## config.mk

```make
export PLATFORM = sky130hd
export DESIGN_NAME = sram_train_ctrl
export DESIGN_NICKNAME = d
export VERILOG_FILES = /design/src/rtl/sram_ctrl_pkg.sv /design/src/rtl/sram_rd_checker.sv /design/src/rtl/sram_train_ctrl.sv
export SDC_FILE = /design/constraint.sdc
export NUM_CORES = 1
export LEC_CHECK = 0
export BUFFER_PORTS_ARGS = -buffer_cell sky130_fd_sc_hd__buf_4
export CAP_MARGIN = 10
export CORE_MARGIN = 3
export CORE_UTILIZATION = 39
export CTS_CLUSTER_SIZE = 40
export DETAILED_ROUTE_END_ITERATION = 6
export PLACE_DENSITY = 0.78
export SLEW_MARGIN = 20
export SYNTH_ARGS = -nofsm -noshare
export SYNTH_HDL_FRONTEND = slang
export SYNTH_SLANG_ARGS = --single-unit
```

## constraint.sdc

```tcl
create_clock -name clk -period 2.6 [get_ports clk]
set_input_delay 0.26 -clock clk [delete_from_list [all_inputs] [get_ports clk]]
set_output_delay 0.26 -clock clk [all_outputs]
set_load 0.005 [all_outputs]
```

## src/rtl/sram_ctrl_pkg.sv

```systemverilog
// Shared types, SRAM command encodings and the training pattern for the
// training-SRAM controller.
package sram_ctrl_pkg;

  typedef enum logic [2:0] {
    IDLE,
    TRAIN_WR,
    RD,
    DRAIN,
    DONE
  } state_t;

  // Command bit order is {boot_mode, wren, rden}
  localparam logic [2:0] CMD_IDLE  = 3'b000;
  localparam logic [2:0] CMD_WRITE = 3'b010;
  localparam logic [2:0] CMD_READ  = 3'b101;

  function automatic logic [31:0] exp_word(input logic [31:0] addr);
    return addr + 32'd1;
  endfunction

endpackage

```

## src/rtl/sram_rd_checker.sv

```systemverilog
// Readback compare pipeline and pass/fail status for a training pass.
// A read issued in one cycle is compared against its pattern word in the next.
module sram_rd_checker
  import sram_ctrl_pkg::*;
#(
  parameter int WIDTH = 8,
  parameter int ADDR  = 16,
  parameter int CW    = 5
) (
  input  logic             i_clk,
  input  logic             i_rstn,
  input  logic             i_clear,
  input  logic             i_finish,
  input  logic             i_cmpValid,
  input  logic [ADDR-1:0]  i_cmpAddr,
  input  logic [WIDTH-1:0] i_rdata,
  output logic             o_pass,
  output logic [CW-1:0]    o_errCount,
  output logic [ADDR-1:0]  o_firstErrAddr,
  output logic             o_firstErrValid
);

  logic            r_stgValid;
  logic [ADDR-1:0] r_stgAddr;
  logic            r_pass;
  logic [CW-1:0]   r_errCount;
  logic [ADDR-1:0] r_firstErrAddr;
  logic            r_firstErrValid;

  logic [WIDTH-1:0] w_expWord;
  logic             w_mismatch;
  logic [CW-1:0]    w_errNext;

  assign w_expWord  = WIDTH'(exp_word(32'(r_stgAddr)));
  assign w_mismatch = r_stgValid && (i_rdata != w_expWord);
  assign w_errNext  = r_errCount + CW'(w_mismatch);

  // Pass verdict uses w_errNext so the compare finishing in DRAIN is counted
  always_ff @(posedge i_clk or negedge i_rstn) begin
    if (!i_rstn) begin
      r_stgValid      <= 1'b0;
      r_stgAddr       <= '0;
      r_pass          <= 1'b0;
      r_errCount      <= '0;
      r_firstErrAddr  <= '0;
      r_firstErrValid <= 1'b0;
    end else if (i_clear) begin
      r_stgValid      <= 1'b0;
      r_stgAddr       <= '0;
      r_pass          <= 1'b0;
      r_errCount      <= '0;
      r_firstErrAddr  <= '0;
      r_firstErrValid <= 1'b0;
    end else begin
      r_stgValid <= i_cmpValid;
      r_stgAddr  <= i_cmpAddr;
      r_errCount <= w_errNext;
      if (w_mismatch && !r_firstErrValid) begin
        r_firstErrAddr  <= r_stgAddr;
        r_firstErrValid <= 1'b1;
      end
      if (i_finish) begin
        r_pass <= (w_errNext == '0);
      end
    end
  end

  assign o_pass          = r_pass;
  assign o_errCount      = r_errCount;
  assign o_firstErrAddr  = r_firstErrAddr;
  assign o_firstErrValid = r_firstErrValid;

endmodule

```

## src/rtl/sram_train_ctrl.sv

```systemverilog
// Training-pass sequencer and single-port host arbiter for the training SRAM:
// one pattern-fill write, a full readback with compare, then host access.
module sram_train_ctrl
  import sram_ctrl_pkg::*;
#(
  parameter  int WIDTH = 8,
  parameter  int DEPTH = 16,
  parameter  int ADDR  = 16,
  localparam int CW    = $clog2(DEPTH) + 1
) (
  input  logic             clk,
  input  logic             rstn,
  input  logic             start,
  input  logic             host_req,
  input  logic             host_wr,
  input  logic [ADDR-1:0]  host_addr,
  input  logic [WIDTH-1:0] host_wdata,
  output logic             host_gnt,
  output logic [WIDTH-1:0] host_rdata,
  output logic             host_rvalid,
  output logic             sram_wren,
  output logic             sram_rden,
  output logic             sram_boot_mode,
  output logic             sram_train_mode,
  output logic [WIDTH-1:0] sram_data_in,
  output logic [ADDR-1:0]  sram_addr,
  input  logic [WIDTH-1:0] sram_data_out,
  output logic             busy,
  output logic             done,
  output logic             pass,
  output logic [CW-1:0]    err_count,
  output logic [ADDR-1:0]  first_err_addr,
  output logic             first_err_valid
);

  localparam int              AW      = $clog2(DEPTH);
  localparam logic [AW-1:0]   LAST_RD = AW'(DEPTH - 1);
  localparam logic [ADDR-1:0] DEPTH_A = ADDR'(DEPTH);

  state_t r_state;
  state_t w_nextState;

  logic [AW-1:0] r_rdAddr;
  logic          r_busy;
  logic          r_done;
  logic          r_hostRvalid;
  logic          r_hostInRange;

  logic             w_idleLike;
  logic             w_startAcc;
  logic             w_hostInRange;
  logic             w_gnt;
  logic [2:0]       w_cmd;
  logic             w_trainMode;
  logic [ADDR-1:0]  w_sramAddr;
  logic [WIDTH-1:0] w_sramDataIn;

  assign w_idleLike    = (r_state == IDLE) || (r_state == DONE);
  assign w_startAcc    = start && w_idleLike;
  assign w_hostInRange = host_addr < DEPTH_A;

  always_ff @(posedge clk or negedge rstn) begin
    if (!rstn) begin
      r_state <= IDLE;
    end else begin
      r_state <= w_nextState;
    end
  end

  always_comb begin
    w_nextState = r_state;
    case (r_state)
      IDLE, DONE: if (start) w_nextState = TRAIN_WR;
      TRAIN_WR:   w_nextState = RD;
      RD:         if (r_rdAddr == LAST_RD) w_nextState = DRAIN;
      DRAIN:      w_nextState = DONE;
      default:    w_nextState = IDLE;
    endcase
  end

  // Read pointer rests at zero so the first RD cycle always issues address 0
  always_ff @(posedge clk or negedge rstn) begin
    if (!rstn) begin
      r_rdAddr <= '0;
    end else if (r_state == RD) begin
      r_rdAddr <= r_rdAddr + 1'b1;
    end else begin
      r_rdAddr <= '0;
    end
  end

  always_ff @(posedge clk or negedge rstn) begin
    if (!rstn) begin
      r_busy        <= 1'b0;
      r_done        <= 1'b0;
      r_hostRvalid  <= 1'b0;
      r_hostInRange <= 1'b0;
    end else begin
      if (w_startAcc) begin
        r_busy <= 1'b1;
        r_done <= 1'b0;
      end else if (r_state == DRAIN) begin
        r_busy <= 1'b0;
        r_done <= 1'b1;
      end
      r_hostRvalid  <= w_gnt && !host_wr;
      r_hostInRange <= w_hostInRange;
    end
  end

  // Out-of-range host addresses are granted but never reach the SRAM
  always_comb begin
    w_cmd        = CMD_IDLE;
    w_trainMode  = 1'b0;
    w_sramAddr   = '0;
    w_sramDataIn = '0;
    w_gnt        = 1'b0;
    case (r_state)
      TRAIN_WR: begin
        w_cmd       = CMD_WRITE;
        w_trainMode = 1'b1;
      end
      RD: begin
        w_cmd      = CMD_READ;
        w_sramAddr = ADDR'(r_rdAddr);
      end
      IDLE, DONE: begin
        w_gnt = host_req && !start;
        if (w_gnt && w_hostInRange) begin
          w_sramAddr = host_addr;
          if (host_wr) begin
            w_cmd        = CMD_WRITE;
            w_sramDataIn = host_wdata;
          end else begin
            w_cmd = CMD_READ;
          end
        end
      end
      default: ;
    endcase
  end

  assign sram_boot_mode  = w_cmd[2];
  assign sram_wren       = w_cmd[1];
  assign sram_rden       = w_cmd[0];
  assign sram_train_mode = w_trainMode;
  assign sram_addr       = w_sramAddr;
  assign sram_data_in    = w_sramDataIn;

  assign host_gnt    = w_gnt;
  assign host_rvalid = r_hostRvalid;
  assign host_rdata  = (r_hostRvalid && r_hostInRange) ? sram_data_out : '0;

  assign busy = r_busy;
  assign done = r_done;

  sram_rd_checker #(
    .WIDTH (WIDTH),
    .ADDR  (ADDR),
    .CW    (CW)
  ) u_checker (
    .i_clk           (clk),
    .i_rstn          (rstn),
    .i_clear         (w_startAcc),
    .i_finish        (r_state == DRAIN),
    .i_cmpValid      (r_state == RD),
    .i_cmpAddr       (ADDR'(r_rdAddr)),
    .i_rdata         (sram_data_out),
    .o_pass          (pass),
    .o_errCount      (err_count),
    .o_firstErrAddr  (first_err_addr),
    .o_firstErrValid (first_err_valid)
  );

endmodule

```

After elaboration in Yosys (flattened, before gate mapping)

Index checks and enable logic that the tools add are counted.

$add $sub $neg: 3
$lt $le $gt $ge: 1
Equality and inequality tests: 8
Multiplexer cells: 28
Reduce and logical (&&, ||, !) cells: 17

Operators with widths:

| cell                | number |
|---|---|
| $mux 16             | 3 |
| $mux 8              | 4 |
| $pmux 16 s2         | 1 |
| $lt 16x5->1 const B | 1 |
| $mux 3              | 4 |
| $pmux 3 s4          | 1 |
| $mux 1              | 11 |
| $pmux 3 s3          | 1 |
| $mux 4              | 2 |
| $ne 8x8->1          | 1 |
| $logic_and 1x1->1   | 7 |
| $eq 3x2->1 const B  | 2 |
| $add 4x1->5 const B | 1 |
| $add 5x1->5         | 1 |
| $logic_not 5->1     | 1 |
| $mux 5              | 1 |
| $add 4x1->4 const B | 1 |
| $eq 4x4->1 const B  | 1 |
| $ne 2x2->1 const B  | 2 |
| $reduce_bool 2->1   | 2 |
| $eq 3x1->1 const B  | 1 |
| $eq 3x3->1 const B  | 1 |
| $logic_not 1->1     | 3 |
| $logic_not 3->1     | 1 |
| 3 further kinds     | 3 |

Flip-flop bits (word level): 39
Input bits: 37
Output and inout port bits: 63
Word-level logic and storage cells: 69

Depth between registers and ports, before layout

Gate-level depths: netlist of run 1.

Depth after elaboration: 7
Gate-level depth with buffers: 11
Depth with buffers taken out: 11

By module

Synthesis of run 1 repeated with hierarchy kept, for this count alone.

Cells, all modules: 270
Area, all modules: 2,815.2 µm²

By module, submodules not included:

| module          | times used | cells an instance | area an instance (µm²) | sequential area each (µm²) |
|---|---|---|---|---|
| sram_rd_checker | 1          | 171               | 1,915.6                | 1,001.0 |
| sram_train_ctrl | 1          | 99                | 899.6                  | 275.3 |

Worst setup path after synthesis of run 1

OpenSTA, ideal clock, no wires.

Path type: reg-to-reg
Start point: reg u_checker.r_stgAddr[0]
End point: reg u_checker.r_pass, in the netlist u_checker.o_pass
Library setup time: 0.064 ns
Arrival: 2.708 ns
Data required time: 2.536 ns
Slack: -0.172 ns
Stages on the path, launching flop included: 12
Path buffers: 0
Clock period less this slack: 2.772 ns
Path through: dfrtp_1 ha_1 and2b_1 or4_4 a311oi_4 nor2b_2 ha_1 ha_1 nor4_1 a31oi_1 nor4_1 a31o_2

Word-level cells in the longest chain between the ends: 7

RTL lines:

| item                   | line                  | RTL |
|---|---|---|
| start, declared        | sram_rd_checker.sv:24 | `logic [ADDR-1:0] r_stgAddr;` |
| start signal, assigned | sram_rd_checker.sv:56 | `r_stgAddr <= i_cmpAddr;` |
| $add 4x1->5            | sram_ctrl_pkg.sv:19   | `return addr + 32'd1;` |
| $ne 8x8->1             | sram_rd_checker.sv:35 | `assign w_mismatch = r_stgValid && (i_rdata != w_expWord);` |
| $logic_and 1x1->1      | sram_rd_checker.sv:35 |  |
| $add 5x1->5            | sram_rd_checker.sv:36 | `assign w_errNext = r_errCount + CW'(w_mismatch);` |
| $logic_not 5->1        | sram_rd_checker.sv:63 | `r_pass <= (w_errNext == '0);` |
| $mux 1                 | sram_rd_checker.sv:62 | `if (i_finish) begin` |
| $mux 1                 | sram_rd_checker.sv:47 | `end else if (i_clear) begin` |
| end signal, assigned   | sram_rd_checker.sv:63 |  |
| end, declared          | sram_rd_checker.sv:25 | `logic r_pass;` |

No other way between the ends. The select of a mux whose other input is x is not followed.
A chain may end at the register's enable or synchronous reset.

Final worst setup path of run 1

Start point: reg u_checker.r_stgAddr[1]
End point: reg u_checker.r_pass, in the netlist u_checker.o_pass

Same word-level chain as after synthesis.

==> impl_metrics.env, run 1 <==
export IMPL_p_total_uw=1458
export IMPL_post_synth_cell_area_avg_um2=9.531
export IMPL_start_util_pct=41.10
export IMPL_ctsHtreeMaxLevel=1
export IMPL_yosys_register_bits=27
export IMPL_crit_start="u_checker.r_stgAddr[1]$_DFF_PN0_"
export IMPL_detail_route_antenna_nets=0
export IMPL_yosysMostFrequentCell="dfrtp_1"
export IMPL_viasPerCell=4.754
export IMPL_required_ps=2820
export IMPL_drt_first_iter_violations=55
export IMPL_hold_viol=0
export IMPL_maxCapViolations=0
export IMPL_utilization_pct=57.14
export IMPL_drv_slew=0
export IMPL_syn_area_um2=1668
export IMPL_hp_class="input port to register"
export IMPL_ys_seq_area_share_pct=40.51
export IMPL_p_sw_uw=502.7
export IMPL_setup_viol_count_final=0
export IMPL_skew_ps=4.324
export IMPL_hold_slack_ps=150.3
export IMPL_io_pins=100
export IMPL_grt_max_degree=28
export IMPL_crit_path_max_fanout=4
export IMPL_synth_area_leaders="dfrtp_1 41%, buf_4 11%, and2_1 6.4%"
export IMPL_finalNetCount=297
export IMPL_period_share_pct=99.55
export IMPL_overflow=0
export IMPL_power_density_nw_per_um2=628.9
export IMPL_worstReg2RegEnd="u_checker.o_pass$_DFFE_PN0P_"
export IMPL_worstReg2RegStart="u_checker.r_stgAddr[1]$_DFF_PN0_"
export IMPL_antenna_cells=0
export IMPL_die_width_um=71.40
export IMPL_synth_cells=175
export IMPL_post_dp_cell_area_um2=2202
export IMPL_drcViolationCount=0
export IMPL_endpoint="u_checker.o_pass$_DFFE_PN0P_"
export IMPL_rsz0062_at_grt="true"
export IMPL_dominantRegCellSynth="dfrtp_1"
export IMPL_p_sw_share_pct=34.47
export IMPL_drive_gt1_share_pct=37.65
export IMPL_synth_cell_type_count=38
export IMPL_p_int_uw=955.4
export IMPL_cts_sinks=27
export IMPL_antenna_found_initial=0
export IMPL_max_freq_mhz=386.4
export IMPL_power_share_combinational_pct=40.3
export IMPL_finalSetupTns_ps=0
export IMPL_synth_edf_count=0
export IMPL_cts_tree="done"
export IMPL_gp_congestion=0.7568
export IMPL_crit_type="register to register"
export IMPL_status="finished, final reports clean"
export IMPL_core_area_um2=4058
export IMPL_fin_area_um2=2318
export IMPL_yosysTopAreaCell="dfrtp_1"
export IMPL_cts_root_buffer="clkbuf_8"
export IMPL_end_kind="register"
export IMPL_seqPwrFrac_pct=43.3
export IMPL_cts_inserted_buffers=3
export IMPL_firstDrtPassIters=4
export IMPL_clock_latency_ps=270
export IMPL_fp_dieArea_um2=5097
export IMPL_track_usage_pct=14.82
export IMPL_dp_hpwl_um=2971
export IMPL_pwr_share_clk_pct=16.4
export IMPL_synth_warning_count=0
export IMPL_synth_top_cell_area_share_pct=40.51
export IMPL_critical_path_startpoint_type="register"
export IMPL_min_path_cells=2
export IMPL_path_clk_slew_ps=90
export IMPL_wl_per_cell_um=12.25
export IMPL_port_buffer_count=75
export IMPL_postSynth_asyncResetShare_pct=100.0
export IMPL_area_growth_syn_to_layout_pct=39.01
export IMPL_cp_arrival_ps=2810
export IMPL_drt_total_wl_um=3737
export IMPL_fin_crit_ps=2588
export IMPL_grt_pass1_wl_um=6085
export IMPL_fp_dieH_um=71.40
export IMPL_synth_common_cells="27 x dfrtp_1, 25 x buf_4, 17 x and2_1"
export IMPL_r2r_slack_ps=10
export IMPL_num_rows=23
export IMPL_p_leak_uw=0.001255
export IMPL_r2r_cells=11
export IMPL_cts_path_max_buffers=2
export IMPL_grt_pass1_vias=1403
export IMPL_dr_total_vias=1450
export IMPL_irDropWorstVdd_v=0.0003479
==> layout make-up <==
cell class	instances	area, um^2
fillers	366	1739
multi-input cells	139	904.6
flip-flops and latches	27	675.6
repair buffers	82	618.1
well taps	50	62.56
clock buffers	3	41.29
inverters	3	11.26
clock inverters	1	5.005
==> layout by cell type (no fill, tap or decap), drive strengths merged, types with 5 or more instances in the layout <==
cell type,count
nor4,5
and3,10
nand2b,5
xnor2,5
and2,18
conb,24
a21oi,5
buf,81
nor2b,5
dfrtp,27
nand2,11
nand3,5
nor2,9
xor2,5
==> metrics by stage <==
stage                     instances  worst slack (ps)
after global routing            305            -189.0
after global placement          297             49.56
final                           305             11.83
after CTS                       302             12.03
after detailed placement        297            -18.37
after floorplan                 198            -68.96
==> state kept, by name (all words and copies together), names as in the netlist <==
| signal | flops |
|---|---|
| busy | 1 |
| done | 1 |
| host_rvalid | 1 |
| r_hostInRange | 1 |
| r_rdAddr | 4 |
| r_state | 3 |
| u_checker.o_errCount | 5 |
| u_checker.o_firstErrAddr | 4 |
| u_checker.o_firstErrValid | 1 |
| u_checker.o_pass | 1 |
| u_checker.r_stgAddr | 4 |
| u_checker.r_stgValid | 1 |
==> critical path, stage by stage (launching register included) <==
cell and delay, ps:
dfrtp_1 400, ha_2 180, and2b_1 160, or4_4 430, a311oi_4 300, nor2b_2 100
ha_4 190, ha_4 170, nor4_4 210, a31oi_1 70, nor4_1 190, a31o_2 140
==> metal layers <==
metal  vias to the layer above  GRT usage (%)  wire (um)
li1                        716              -          -
met1                       664          17.52       1519
met2                        66          26.02       1848
met3                         4          4.628        337
met4                         0          3.758         31
met5                         -              0          0
==> worst min-delay path by stage <==
stage | from | endpoint | slack, ps
5_1_grt | host_wr | host_rvalid$_DFF_PN0_ | 130
4_1_cts | host_wr | host_rvalid$_DFF_PN0_ | 140
3_3_place_gp | rstn | u_checker.o_errCount[4]$_DFF_PN0_ | 190
6_report | host_wr | host_rvalid$_DFF_PN0_ | 150
3_5_place_dp | rstn | u_checker.o_errCount[4]$_DFF_PN0_ | 190
2_1_floorplan | rstn | busy$_DFFE_PN0P_ | -40
==> power groups by stage <==
stage / clock (uW) / combinational (uW) / sequential, uW
detailed placement: 0 / 550 / 629
floorplan: 0 / 359 / 595
global placement: 0 / 535 / 625
finish: 239 / 588 / 631
global route: 269 / 660 / 649
CTS: 251 / 570 / 627
==> cell families after synthesis <==
kind of cell	after synthesis	synth area share, %
simple gates	81	28.43
buf+inv	32	12.98
flops	27	40.51
compound gates	20	9.603
xor+xnor	10	5.251
fa+ha+maj	4	3.001
other cells	1	0.2248
==> what timing repair did <==
item,in CTS,in global routing
endpoints found under the setup margin,1,2
hold buffers,1,0
endpoints found under the hold margin,27,0
gates resized for setup,3,2
buffers inserted,0,3
(Power assumes the default switching activity.)
==> run 2: changes to the inputs <==
Settings changed: CTS_BUF_LIST set to sky130_fd_sc_hd__clkbuf_16, GPL_TIMING_DRIVEN set to 0.
==> impl_metrics.env, run 2 (same netlist as run 1, synthesis figures left out) <==
export IMPL_detail_route_antenna_nets=0
export IMPL_fin_ws_ps=-1.120
export IMPL_post_dp_cell_area_um2=2385
export IMPL_antenna_found_initial=0
export IMPL_path_clk_slew_ps=60
export IMPL_io_pins=100
export IMPL_hp_class="input port to register"
export IMPL_wl_per_cell_um=11.49
export IMPL_critical_path_startpoint_type="register"
export IMPL_end_kind="register"
export IMPL_power_density_nw_per_um2=637.7
export IMPL_hold_slack_ps=171.3
export IMPL_largest_reg_flops=5
export IMPL_maxCapViolations=0
export IMPL_required_ps=2800
export IMPL_r2r_cells=11
export IMPL_fin_crit_ps=2601
export IMPL_irDropWorstVdd_v=0.0004747
export IMPL_setup_viol_count_final=1
export IMPL_firstDrtPassIters=4
export IMPL_crit_path_max_fanout=3
export IMPL_overflow=0
export IMPL_mostFrequentLayoutCell="buf_4"
export IMPL_period_share_pct=100.0
export IMPL_pre_cts_slack_ps=-271.5
export IMPL_ctsHtreeMaxLevel=1
export IMPL_p_leak_uw=0.001437
export IMPL_drive_gt1_share_pct=43.94
export IMPL_dp_hpwl_um=3090
export IMPL_clock_latency_ps=260
export IMPL_cts_sinks=27
export IMPL_num_rows=23
export IMPL_hold_viol=0
export IMPL_fp_dieArea_um2=5097
export IMPL_core_area_um2=4058
export IMPL_dr_total_vias=1526
export IMPL_cts_path_max_buffers=2
export IMPL_grt_pass1_wl_um=6624
export IMPL_start_util_pct=41.10
export IMPL_finalNetCount=331
export IMPL_utilization_pct=63.21
export IMPL_antenna_cells=0
export IMPL_grt_pass1_vias=1504
export IMPL_min_path_cells=2
export IMPL_cts_inserted_buffers=3
export IMPL_gp_congestion=0.7171
export IMPL_die_width_um=71.40
export IMPL_area_growth_syn_to_layout_pct=53.79
export IMPL_drt_first_iter_violations=80
export IMPL_crit_type="register to register"
export IMPL_track_usage_pct=15.72
export IMPL_cp_arrival_ps=2800
export IMPL_cts_root_buffer="clkbuf_16"
export IMPL_grt_max_degree=28
export IMPL_max_freq_mhz=384.5
export IMPL_status="complete, but fails checks"
export IMPL_fin_area_um2=2565
export IMPL_cts_tree="done"
export IMPL_drt_total_wl_um=3894
export IMPL_fp_dieH_um=71.40
export IMPL_fill_cells=350
export IMPL_drv_slew=0
export IMPL_viasPerCell=4.501
export IMPL_port_buffer_count=75
export IMPL_rsz0062_at_grt="true"
export IMPL_drcViolationCount=0
export IMPL_layout_common_cells="111 x buf_4, 27 x dfrtp_1, 24 x conb_1, 17 x and2_1, 11 x nand2_1"
export IMPL_violations="setup timing"
export IMPL_skew_ps=3.430
export IMPL_p_total_uw=1636
run 2: final timing paths:
path,from,end,slack [ps]
max,u_checker.r_stgAddr[1]$_DFF_PN0_,u_checker.o_pass$_DFFE_PN0P_,-1
min,host_wr,host_rvalid$_DFF_PN0_,170
max reg2reg,u_checker.r_stgAddr[1]$_DFF_PN0_,u_checker.o_pass$_DFFE_PN0P_,-1
min reg2reg,r_state[2]$_DFFE_PN0P_,r_state[1]$_DFFE_PN0P_,510
max in group asynchronous,rstn,u_checker.r_stgAddr[0]$_DFF_PN0_,1900
min in group asynchronous,rstn,u_checker.o_errCount[2]$_DFF_PN0_,450
run 2: metal layers:
| layer | vias up | wire length [um] | GRT usage (%) |
|---|---|---|---|
| li1 | 783 | - | - |
| met1 | 670 | 1566 | 19.24 |
| met2 | 69 | 1957 | 28.47 |
| met3 | 4 | 332 | 4.348 |
| met4 | 0 | 37 | 1.461 |
| met5 | - | 0 | 0 |
run 2: metrics by stage:
step / std cells / setup TNS, ps
2_1_floorplan: 198 / -68.96
3_3_place_gp: 323 / -231.0
3_5_place_dp: 323 / -282.5
4_1_cts: 338 / -117.9
5_1_grt: 339 / -126.5
6_report: 339 / -1.120
run 2: what timing repair did:
action | CTS | global route
endpoints found under the setup margin | 2 | 2
hold buffers | 1 | 0
pin swaps | 4 | 4
hold endpoints to repair | 27 | 0
buffers inserted | 10 | 2
resized for setup | 1 | 1
cloned | 0 | 0
run 2: area by class of cell:
| type | count | area, um^2 | share of cell area (%) |
|---|---|---|---|
| multi-input cells | 139 | 875.8 | 34.15 |
| flip-flops and latches | 27 | 675.6 | 26.34 |
| repair buffers | 87 | 655.6 | 25.56 |
| plain buffers | 29 | 205.2 | 8.000 |
| clock buffers | 3 | 75.07 | 2.927 |
| well taps | 50 | 62.56 | 2.439 |
| inverters | 3 | 11.26 | 0.4390 |
| clock inverters | 1 | 3.754 | 0.1463 |
run 2: worst max-delay path, stage by stage, from the launching register on:
cell and delay [ps]:
dfrtp_1 390, ha_2 200, and2b_1 170, or4_4 430, a311oi_4 320, nor2b_2 90, ha_2 200, a211o_1 290
nand2_1 70, a31oi_1 90, nor4_1 180, a31o_2 140
run 2: where the power goes:
part	switching (uW)	internal, uW	leakage, uW
logic	300	397	0.00103
registers	82.4	518	0.000360
clock network	133	206	0.0000423
